File: src/rtl/fifo_burst_reader.sv
// fifo_burst_reader: read-side controller for the byte FIFO. Pops words in
// bursts (full BURST-word bursts, or a short flush after TIMEOUT idle cycles
// with a partial fill) and presents them on a registered valid/ready stream
// with m_last marking the final word of each burst.
module fifo_burst_reader #(
    parameter int MAX_DATA = 16,
    parameter int BURST    = 4,
    parameter int TIMEOUT  = 8
) (
    input  logic                           clk,
    input  logic                           rst,
    input  logic [7:0]                     fifo_rdata,
    input  logic [$clog2(MAX_DATA+1)-1:0]  fifo_count,
    input  logic                           fifo_empty,
    output logic                           fifo_ren,
    output logic                           fifo_lock,
    output logic [7:0]                     m_data,
    output logic                           m_valid,
    output logic                           m_last,
    input  logic                           m_ready,
    output logic                           busy
);

    localparam int CNT_W = $clog2(MAX_DATA + 1);
    localparam int TMO_W = $clog2(TIMEOUT) + 1;

    localparam logic [CNT_W-1:0] BURST_N  = CNT_W'(BURST);
    localparam logic [CNT_W-1:0] ONE_N    = CNT_W'(1);
    localparam logic [TMO_W-1:0] TMO_LAST = TMO_W'(TIMEOUT - 1);

    typedef enum logic {
        IDLE = 1'b0,
        XFER = 1'b1
    } state_t;

    state_t           state_q;
    logic [CNT_W-1:0] remaining_q;
    logic [TMO_W-1:0] tmo_cnt_q;
    logic [7:0]       m_data_q;
    logic             m_valid_q;
    logic             m_last_q;
    logic             pop;

    // Pop when a burst is open, the FIFO has data and the output slot is free
    // or being freed this cycle; held low during reset so an aborted burst
    // leaves its unpopped words in the FIFO.
    assign pop = (state_q == XFER) && (remaining_q != '0) && !fifo_empty
                 && (!m_valid_q || m_ready) && !rst;

    assign fifo_ren  = pop;
    assign fifo_lock = (state_q == IDLE);
    assign busy      = (state_q == XFER);
    assign m_data    = m_data_q;
    assign m_valid   = m_valid_q;
    assign m_last    = m_last_q;

    // Burst FSM: start full bursts on occupancy, short bursts on timeout,
    // count down popped words and return to IDLE after the last one.
    always_ff @(posedge clk) begin
        // NOTE: sequential state is assigned with <= so every register in the
        // block sees the pre-edge values of the others.
        if (rst) begin
            state_q     <= IDLE;
            remaining_q <= '0;
            tmo_cnt_q   <= '0;
        end else begin
            case (state_q)
                IDLE: begin
                    if (fifo_count >= BURST_N) begin
                        state_q     <= XFER;
                        remaining_q <= BURST_N;
                        tmo_cnt_q   <= '0;
                    end else if (fifo_count != '0) begin
                        if (tmo_cnt_q == TMO_LAST) begin
                            state_q     <= XFER;
                            remaining_q <= fifo_count;
                            tmo_cnt_q   <= '0;
                        end else begin
                            tmo_cnt_q <= tmo_cnt_q + 1'b1;
                        end
                    end else begin
                        tmo_cnt_q <= '0;
                    end
                end
                XFER: begin
                    if (pop) begin
                        remaining_q <= remaining_q - 1'b1;
                        if (remaining_q == ONE_N) begin
                            state_q <= IDLE;
                        end
                    end else if (remaining_q == '0) begin
                        // Defensive: an empty burst never holds the block.
                        state_q <= IDLE;
                    end
                end
                default: state_q <= IDLE;
            endcase
        end
    end

    // Output register: load on a pop, clear on acceptance, otherwise hold so
    // a stalled word is never altered or dropped.
    always_ff @(posedge clk) begin
        if (rst) begin
            m_data_q  <= 8'h00;
            m_valid_q <= 1'b0;
            m_last_q  <= 1'b0;
        end else if (pop) begin
            m_data_q  <= fifo_rdata;
            m_valid_q <= 1'b1;
            m_last_q  <= (remaining_q == ONE_N);
        end else if (m_valid_q && m_ready) begin
            m_valid_q <= 1'b0;
            m_last_q  <= 1'b0;
        end
    end

endmodule

File: config.mk
export PLATFORM = sky130hd
export DESIGN_NAME = fifo_burst_reader
export DESIGN_NICKNAME = d
export VERILOG_FILES = /design/src/rtl/fifo_burst_reader.sv
export SDC_FILE = /design/constraint.sdc
export NUM_CORES = 1
export LEC_CHECK = 0
export CAP_MARGIN = 10
export CORE_MARGIN = 5
export CORE_UTILIZATION = 30
export CTS_CLUSTER_DIAMETER = 200
export DETAILED_ROUTE_END_ITERATION = 6
export HOLD_SLACK_MARGIN = 0.1
export SLEW_MARGIN = 40
export SYNTH_ARGS = -nofsm -noshare
export SYNTH_HDL_FRONTEND = slang
export SYNTH_SLANG_ARGS = --single-unit
File: constraint.sdc
create_clock -name clk -period 5.24 [get_ports clk]
set_input_delay 0.524 -clock clk [delete_from_list [all_inputs] [get_ports clk]]
set_output_delay 0.524 -clock clk [all_outputs]
set_load 0.01 [all_outputs]
# After elaboration in Yosys (flattened, before gate mapping)
# Cells that the tools add are included.
# totals
regBits	20
input_bits	17
# op_classes
n_addsub	2
order_cmp	1
eq_ne	5
n_mux	18
n_bitwise	1
n_reduce_logical	14
# op_table
cell	n
$mux 5	4
$mux 4	3
$pmux 5 s2	1
$reduce_bool 5->1	2
$mux 1	9
$ne 3x1->1 const B	2
$eq 5x1->1 const B	1
$ge 5x3->1 const B	1
$logic_and 1x1->1	5
$logic_not 5->1	1
$sub 5x1->5 const B	1
$add 4x1->4 const B	1
$eq 4x3->1 const B	1
$logic_not 1->1	3
$reduce_and 3->1	1
$ne 2x2->1 const B	1
$pmux 1 s2	1
$reduce_bool 2->1	1
$logic_or 1x1->1	1
$not 1->1	1

# Logic depth before layout (Yosys ltp)
# depth
ltp_word	7
depth_mapped	7
depth_no_buf	6

# Least setup slack after synthesis
# No wires, ideal clock.
# synth_path
path_kind	register to output
from	register remaining_q[0]
to	output fifo_ren
t_arrival_ns	1.409
required_ns	4.716
path_slack_ns	3.307
stages_incl_launch_ff	6
cell_sequence	dfxtp_1 inv_1 ha_1 nor4b_2 nor4_2 buf_2
# synth_via
elab_chain_cells	5
# synth_lines
item	line_no	rtl
from (decl)	37	logic [CNT_W-1:0] remaining_q;
from (signal assigned)	76	remaining_q <= fifo_count;
from (signal assigned)	87	remaining_q <= remaining_q - 1'b1;
$reduce_bool 5->1	47	assign pop = (state_q == XFER) && (remaining_q != '0) && !fifo_empty
$logic_and 1x1->1 (2 in a row)	47	
$logic_and 1x1->1 (2 in a row)	48	&& (!m_valid_q || m_ready) && !rst;
to (decl)	15	output logic fifo_ren,
# No other way between the ends.

# Worst setup path in the final report
# layout_path
from	input rst
to	output fifo_ren
# layout_via
elab_chain_cells	2
# layout_lines
item	line_no	rtl
from (decl)	11	input logic rst,
$logic_not 1->1	48	
$logic_and 1x1->1	48	
# No other way between the ends.

==> results.py <==
metrics = {
    "run_status": {
        "status": "completed",
    },
    "clock_tree": {
        "cts-resized-gates": 0,
        "cts_sinks": 20,
        "hold_buffers": 0,
        "clockBufferDepth": 2,
        "clk_latency_ns": 0.30,
        "cts_root_buffer": "clkbuf_4",
        "postCtsSetupBuffers": 0,
        "cts_tree": "built",
        "cts.reportedPaths.clkPinSlew_ns": 0.12,
        "numCtsBuffers": 3,
        "cts_htree_levels": 1,
    },
    "setup_path": {
        "critPathLaunchType": "input port",
        "cp-startpoint": "rst",
        "crit_required_ns": 4.72,
        "path_class": "in2out",
        "cp_max_fo": 22,
        "crit_path_end": "fifo_ren",
        "reg2regPathDepth": 4,
        "reg2reg_to": "tmo_cnt_q[3]",
        "worst-endpoint-arrival_ns": 2.64,
        "reg2reg_slack_ns": 3.30,
        "end_kind": "primary output",
        "r2r_start": "busy",
    },
    "global_routing": {
        "overflow": 0,
        "first_global_vias": 891,
        "grt_pass1_wl_mm": 3.77,
        "grt_start_max_net_pins": 23,
        "grt_util_all_layers_pct": 10.6,
        "grt_antenna_before_repair": 0,
    },
    "detailed_routing": {
        "viasPerCell": 4.90,
        "drcViolationCount": 0,
        "drtAntennaViolNets": 0,
        "vias": 877,
        "first_pass_iters": 4,
        "drt-total-wl_mm": 2.21,
        "wire_per_inst_um": 12.3,
        "drt_iter0_drc": 41,
    },
    "floorplanning": {
        "die_x_um": 67.3,
        "die_area_mm2": 0.00453,
        "coreArea_mm2": 0.00310,
        "fp.dieH_um": 67.3,
        "ios": 30,
        "row_count": 20,
        "start_util_pct": 31.7,
    },
    "timing": {
        "fin_tns_setup_ns": 0,
        "relSlewSlack_pct": 48.6,
        "min_period_ns": 3.17,
        "final_hold_viol_count": 0,
        "tightest_slew_ns": 0.769,
        "worst_slack_ns": 2.07,
        "drv_slew": 0,
        "min_period_over_period_pct": 60.4,
        "finClkSkew_ns": 0.0106,
        "max_freq_ghz": 0.316,
        "grt_setup_unrepaired": "no",
        "finalSetupViolations": 0,
    },
    "pwr": {
        "p_leak_nw": 0.464,
        "p_sw_share_pct": 25.2,
        "p_switching_w": 0.0000946,
        "p_seq_share_pct": 45.4,
        "powerDensity_mw_per_mm2": 274,
        "pwr-share-comb_pct": 20.8,
        "ir_worst_vdd_mv": 0.180,
        "p_clk_share_pct": 33.8,
        "p_int_w": 0.000281,
    },
    "place": {
        "place_congestion": 0.812,
        "dp_worst_setup_slack_ns": 2.05,
        "io_buffer_count": 29,
        "placed_cells": 175,
        "dpl_cell_area_mm2": 0.00132,
        "hpwl_mm": 1.68,
    },
    "final_layout": {
        "finalInstanceArea_mm2": 0.00137,
        "seq_area_um2": 400,
        "nNetsFinal": 156,
        "fillCellCount": 332,
        "stdcell_count": 179,
        "multiInputGateArea_um2": 552,
        "drive_gt1_share_pct": 8.15,
        "syn2layout_area_growth_pct": 39.0,
        "antennaDiodeCount": 0,
    },
    "synthesis": {
        "synth_seq_cells": 20,
        "synth_area_leaders": "dfxtp_1 (41%), mux2i_1 (8.1%), nor2_1 (6.1%), ha_1 (3.8%), a21oi_1 (3.6%)",
        "synth_edf_count": 0,
        "synth_top_area_cell": "dfxtp_1",
        "yosys_warnings": 0,
        "syn_avg_cell_area_um2": 9.29,
        "ys.flop_type": "dfxtp_1",
        "synth_area_um2": 985,
        "synthCells": 106,
        "yosysSeqAreaShare_pct": 40.7,
        "synth_cell_types": 39,
        "synthArstFlopShare_pct": 0,
        "yosysMostFrequentCell": "dfxtp_1",
        "ys_top_cells_by_count": "dfxtp_1 (20), nor2_1 (16), mux2i_1 (8)",
        "synth_top_area_share_pct": 40.7,
        "synth_nets": 126,
    },
    "worst_hold_path": {
        "hold_class": "reg2reg",
    },
    "job": {
        "maxCapViolations": 0,
    },
}
placed cells by master (no fill, tap or decap), types with 2 or more instances in the layout:
cell type / n
o41ai_1: 2
nand3_1: 2
a22oi_1: 2
ha_1: 3
nor2_1: 16
inv_1: 3
a311oi_1: 2
a21oi_1: 7
nand3b_1: 2
nand2_1: 4
nand2b_1: 5
a211oi_1: 3
clkbuf_4: 3
dfxtp_1: 20
mux2i_1: 8
clkdlybuf4s50_1: 29
cell families after synthesis:
family,share of synthesized area [%]
buf+inv,3.30
flops,40.7
mux,9.28
compound gates,17.9
fa+ha+maj,3.81
simple gates,25.0
power groups by stage:
| stage | clock network, W | registers [W] | logic [W] |
|---|---|---|---|
| finish | 0.000127 | 0.000170 | 0.0000781 |
| global route | 0.000137 | 0.000172 | 0.0000862 |
| CTS | 0.000131 | 0.000170 | 0.0000789 |
| detailed placement | 0 | 0.000174 | 0.0000786 |
| global placement | 0 | 0.000174 | 0.0000780 |
| floorplan | 0 | 0.000171 | 0.0000475 |
flip-flops by register name (all words and copies together) (netlist names):
| name | flops |
|---|---|
| busy | 1 |
| remaining_q | 5 |
| m_last | 1 |
| m_data | 8 |
| tmo_cnt_q | 4 |
| m_valid | 1 |
worst min path at each step:
| stage | to | cells past startpoint | start | slack, ns |
|---|---|---|---|---|
| 3_3_place_gp | remaining_q[4] | 2 | remaining_q[4] | 0.47 |
| 5_1_grt | remaining_q[4] | 2 | remaining_q[4] | 0.52 |
| 3_5_place_dp | remaining_q[4] | 2 | remaining_q[4] | 0.48 |
| 4_1_cts | remaining_q[4] | 2 | remaining_q[4] | 0.50 |
| 2_1_floorplan | remaining_q[4] | 2 | remaining_q[4] | 0.45 |
| 6_report | remaining_q[4] | 2 | remaining_q[4] | 0.50 |
worst max-delay path: stages:
cell	delay (ns)
clkdlybuf4s50_1	0.80
nand2b_1	0.34
nor4_2	0.15
buf_4	0.25
clkdlybuf4s50_1	0.57
cell type report:
| type | count | area share [%] |
|---|---|---|
| clock buffer | 3 | 1.65 |
| clock inverter | 1 | 2.19 |
| inverter | 3 | 0.823 |
| multi-input combinational | 78 | 40.3 |
| sequential | 20 | 29.3 |
| tap | 44 | 4.02 |
| timing repair buffer | 30 | 21.8 |
layer usage:
| metal | GRT usage, % | vias up | part of all wire (%) |
|---|---|---|---|
| li1 | - | 448 | - |
| met4 | 2.53 | 0 | 0.50 |
| met1 | 12.2 | 402 | 47 |
| met2 | 18.3 | 25 | 44 |
| met5 | 0 | - | 0 |
| met3 | 3.99 | 2 | 7.8 |
through the flow:
| stage | utilization [%] | total power (W) | hold slack, ns |
|---|---|---|---|
| global placement | 42.4 | 0.000252 | 0.468 |
| global route | 44.1 | 0.000395 | 0.518 |
| finish | 44.1 | 0.000375 | 0.496 |
| detailed placement | 42.4 | 0.000253 | 0.482 |
| floorplan | - | 0.000219 | 0.449 |
| CTS | 44.1 | 0.000380 | 0.500 |
No activity file was read; power rests on OpenSTA's default activity.
==> RTL edit (config.mk and constraints unchanged) <==
Change the parameter `MAX_DATA` from 16 to 8.
--- a/src/rtl/fifo_burst_reader.sv
+++ b/src/rtl/fifo_burst_reader.sv
@@ -3,7 +3,7 @@
 // with a partial fill) and presents them on a registered valid/ready stream
 // with m_last marking the final word of each burst.
 module fifo_burst_reader #(
-    parameter int MAX_DATA = 16,
+    parameter int MAX_DATA = 8,
     parameter int BURST    = 4,
     parameter int TIMEOUT  = 8
 ) (
Ports: changed (resized fifo_count); port bits go from 30 to 29. The function was not compared with the original's and may differ.
==> RTL edit against the original RTL <==
- sequential cell count down 1
- power is 17% lower
- first-iteration DRC count shrank 4.9%
- routed wire length decreased by 1.8%
- sequential power shrank 5%
- worst setup slack worse by 110 ps
- synthesized area shrank 0.89%
- clock power down 41%
- hold slack got worse by 31 ps
- die area fell by 0.76%
- core utilization fell by 2.3 points
- fmax down 3.4%
- cell area fell by 6.0%
- critical path type unchanged
==> RTL edit: results (changes against the original RTL) <==
[detailed_routing]
routed-wl-met2_um=900  ; was 981 um
via_per_inst=4.84  ; was 4.90
wirelength_mm=2.17  ; was 2.21 mm
wl_met1_mm=1.10  ; was 1.04 mm
drt-initial-drc-count=39  ; was 41
dr_wl_met3_um=160  ; was 173 um

[sta]
max-slew-margin-rel_pct=48.4  ; was 48.6%
fin_skew_ps=5.14  ; was 10.6 ps
hold-worst-slack_ps=465  ; was 496 ps

[yosys]
synth_cell_types=38  ; was 39
synth_fa_ha_area_share_pct=3.85  ; was 3.81%
ys_seq_area_share_pct=39.0  ; was 40.7%
synthMuxAreaShare_pct=0  ; was 9.28%
synth_compound_area_share_pct=23.1  ; was 17.9%
syn_nets=132  ; was 126
synthTopCellsByArea=dfxtp_1, nand2_1, a21oi_1, buf_6, ha_1  ; was dfxtp_1, mux2i_1, nor2_1, ha_1, a21oi_1
synthTopCellsByCount=nand2_1, dfxtp_1, a21oi_1, nor2_1  ; was dfxtp_1, nor2_1, mux2i_1, a21oi_1, nand2b_1

[worst_setup_path]
r2r-start=remaining_q[0]  ; was busy
r2r_end=m_last  ; was tmo_cnt_q[3]
reg2reg_slack_ps=3490  ; was 3300 ps
worstPathArrival_ps=2750  ; was 2640 ps
cp_max_fo=21  ; was 22
reg2reg_depth=7  ; was 4

[global_routing]
grt_pass1_wl_mm=3.48  ; was 3.77 mm
grt_util_all_layers_pct=9.92  ; was 10.6%
use_met3_pct=4.38  ; was 3.99%
gr-usage-met1_pct=12.7  ; was 12.2%
grt_max_degree=22  ; was 23
grt_pass1_vias=793  ; was 891
grtUsageMet2_pct=15.6  ; was 18.3%

[hold_path]
min_to=m_data[6]  ; was remaining_q[4]

[status]
status=finished, final reports clean  ; unchanged

[place]
gp_congestion=0.832  ; was 0.812
dp_cells=179  ; was 175
placed_area_um2=1260  ; was 1320 um^2
hpwl_mm=1.65  ; was 1.68 mm

[final_layout]
drive_above_1_share_pct=10.8  ; was 8.15%
layout.cells.non_filler=183  ; was 179
n_fill_cell=325  ; was 332
nNetsFinal=159  ; was 156

[pwr]
swShare_pct=29.1  ; was 25.2%
clock_net_power_uw=74.9  ; was 127 uW
power.density_nw_per_um2=242  ; was 274 nW/um^2
vdd_ir_drop_max_mv=0.144  ; was 0.180 mV
p_comb_share_pct=23.9  ; was 20.8%
p_leak_nw=0.462  ; was 0.464 nW

==> RTL edit: changes by cell type after synthesis, moves of 6 or more <==
cell / delta
a21oi_1: +6
mux2i_1: -8
nand2_1: +16
nor2_1: -10
==> RTL edit: cell type report <==
cell class / instances / area [um^2] / share of cell area, %
repair buffers: 28 / 280 / 21.8
clock buffers: 3 / 22.5 / 1.75
flip-flops and latches: 19 / 380 / 29.6
multi-input cells: 82 / 520 / 40.5
well taps: 44 / 55.1 / 4.28
inverters: 6 / 22.5 / 1.75
clock inverters: 1 / 5.00 / 0.389
==> RTL edit: kinds of logic (layout without fill, tap and decap cells) <==
group	after synthesis	in the layout
buffers and inverters	12	38
AO/OA/AOI/OAI	32	32
adder cells (fa/ha/maj)	3	3
AND/OR/NAND/NOR	47	47
flip-flops	19	19
==> RTL edit: per-stage QoR <==
stage                     util, %  setup WS [ps]
final                        41.8           1960
after global routing         41.8           1790
after detailed placement     40.9           1910
after global placement       40.9           2040
after CTS                    41.8           1920
after floorplan                 -           3430
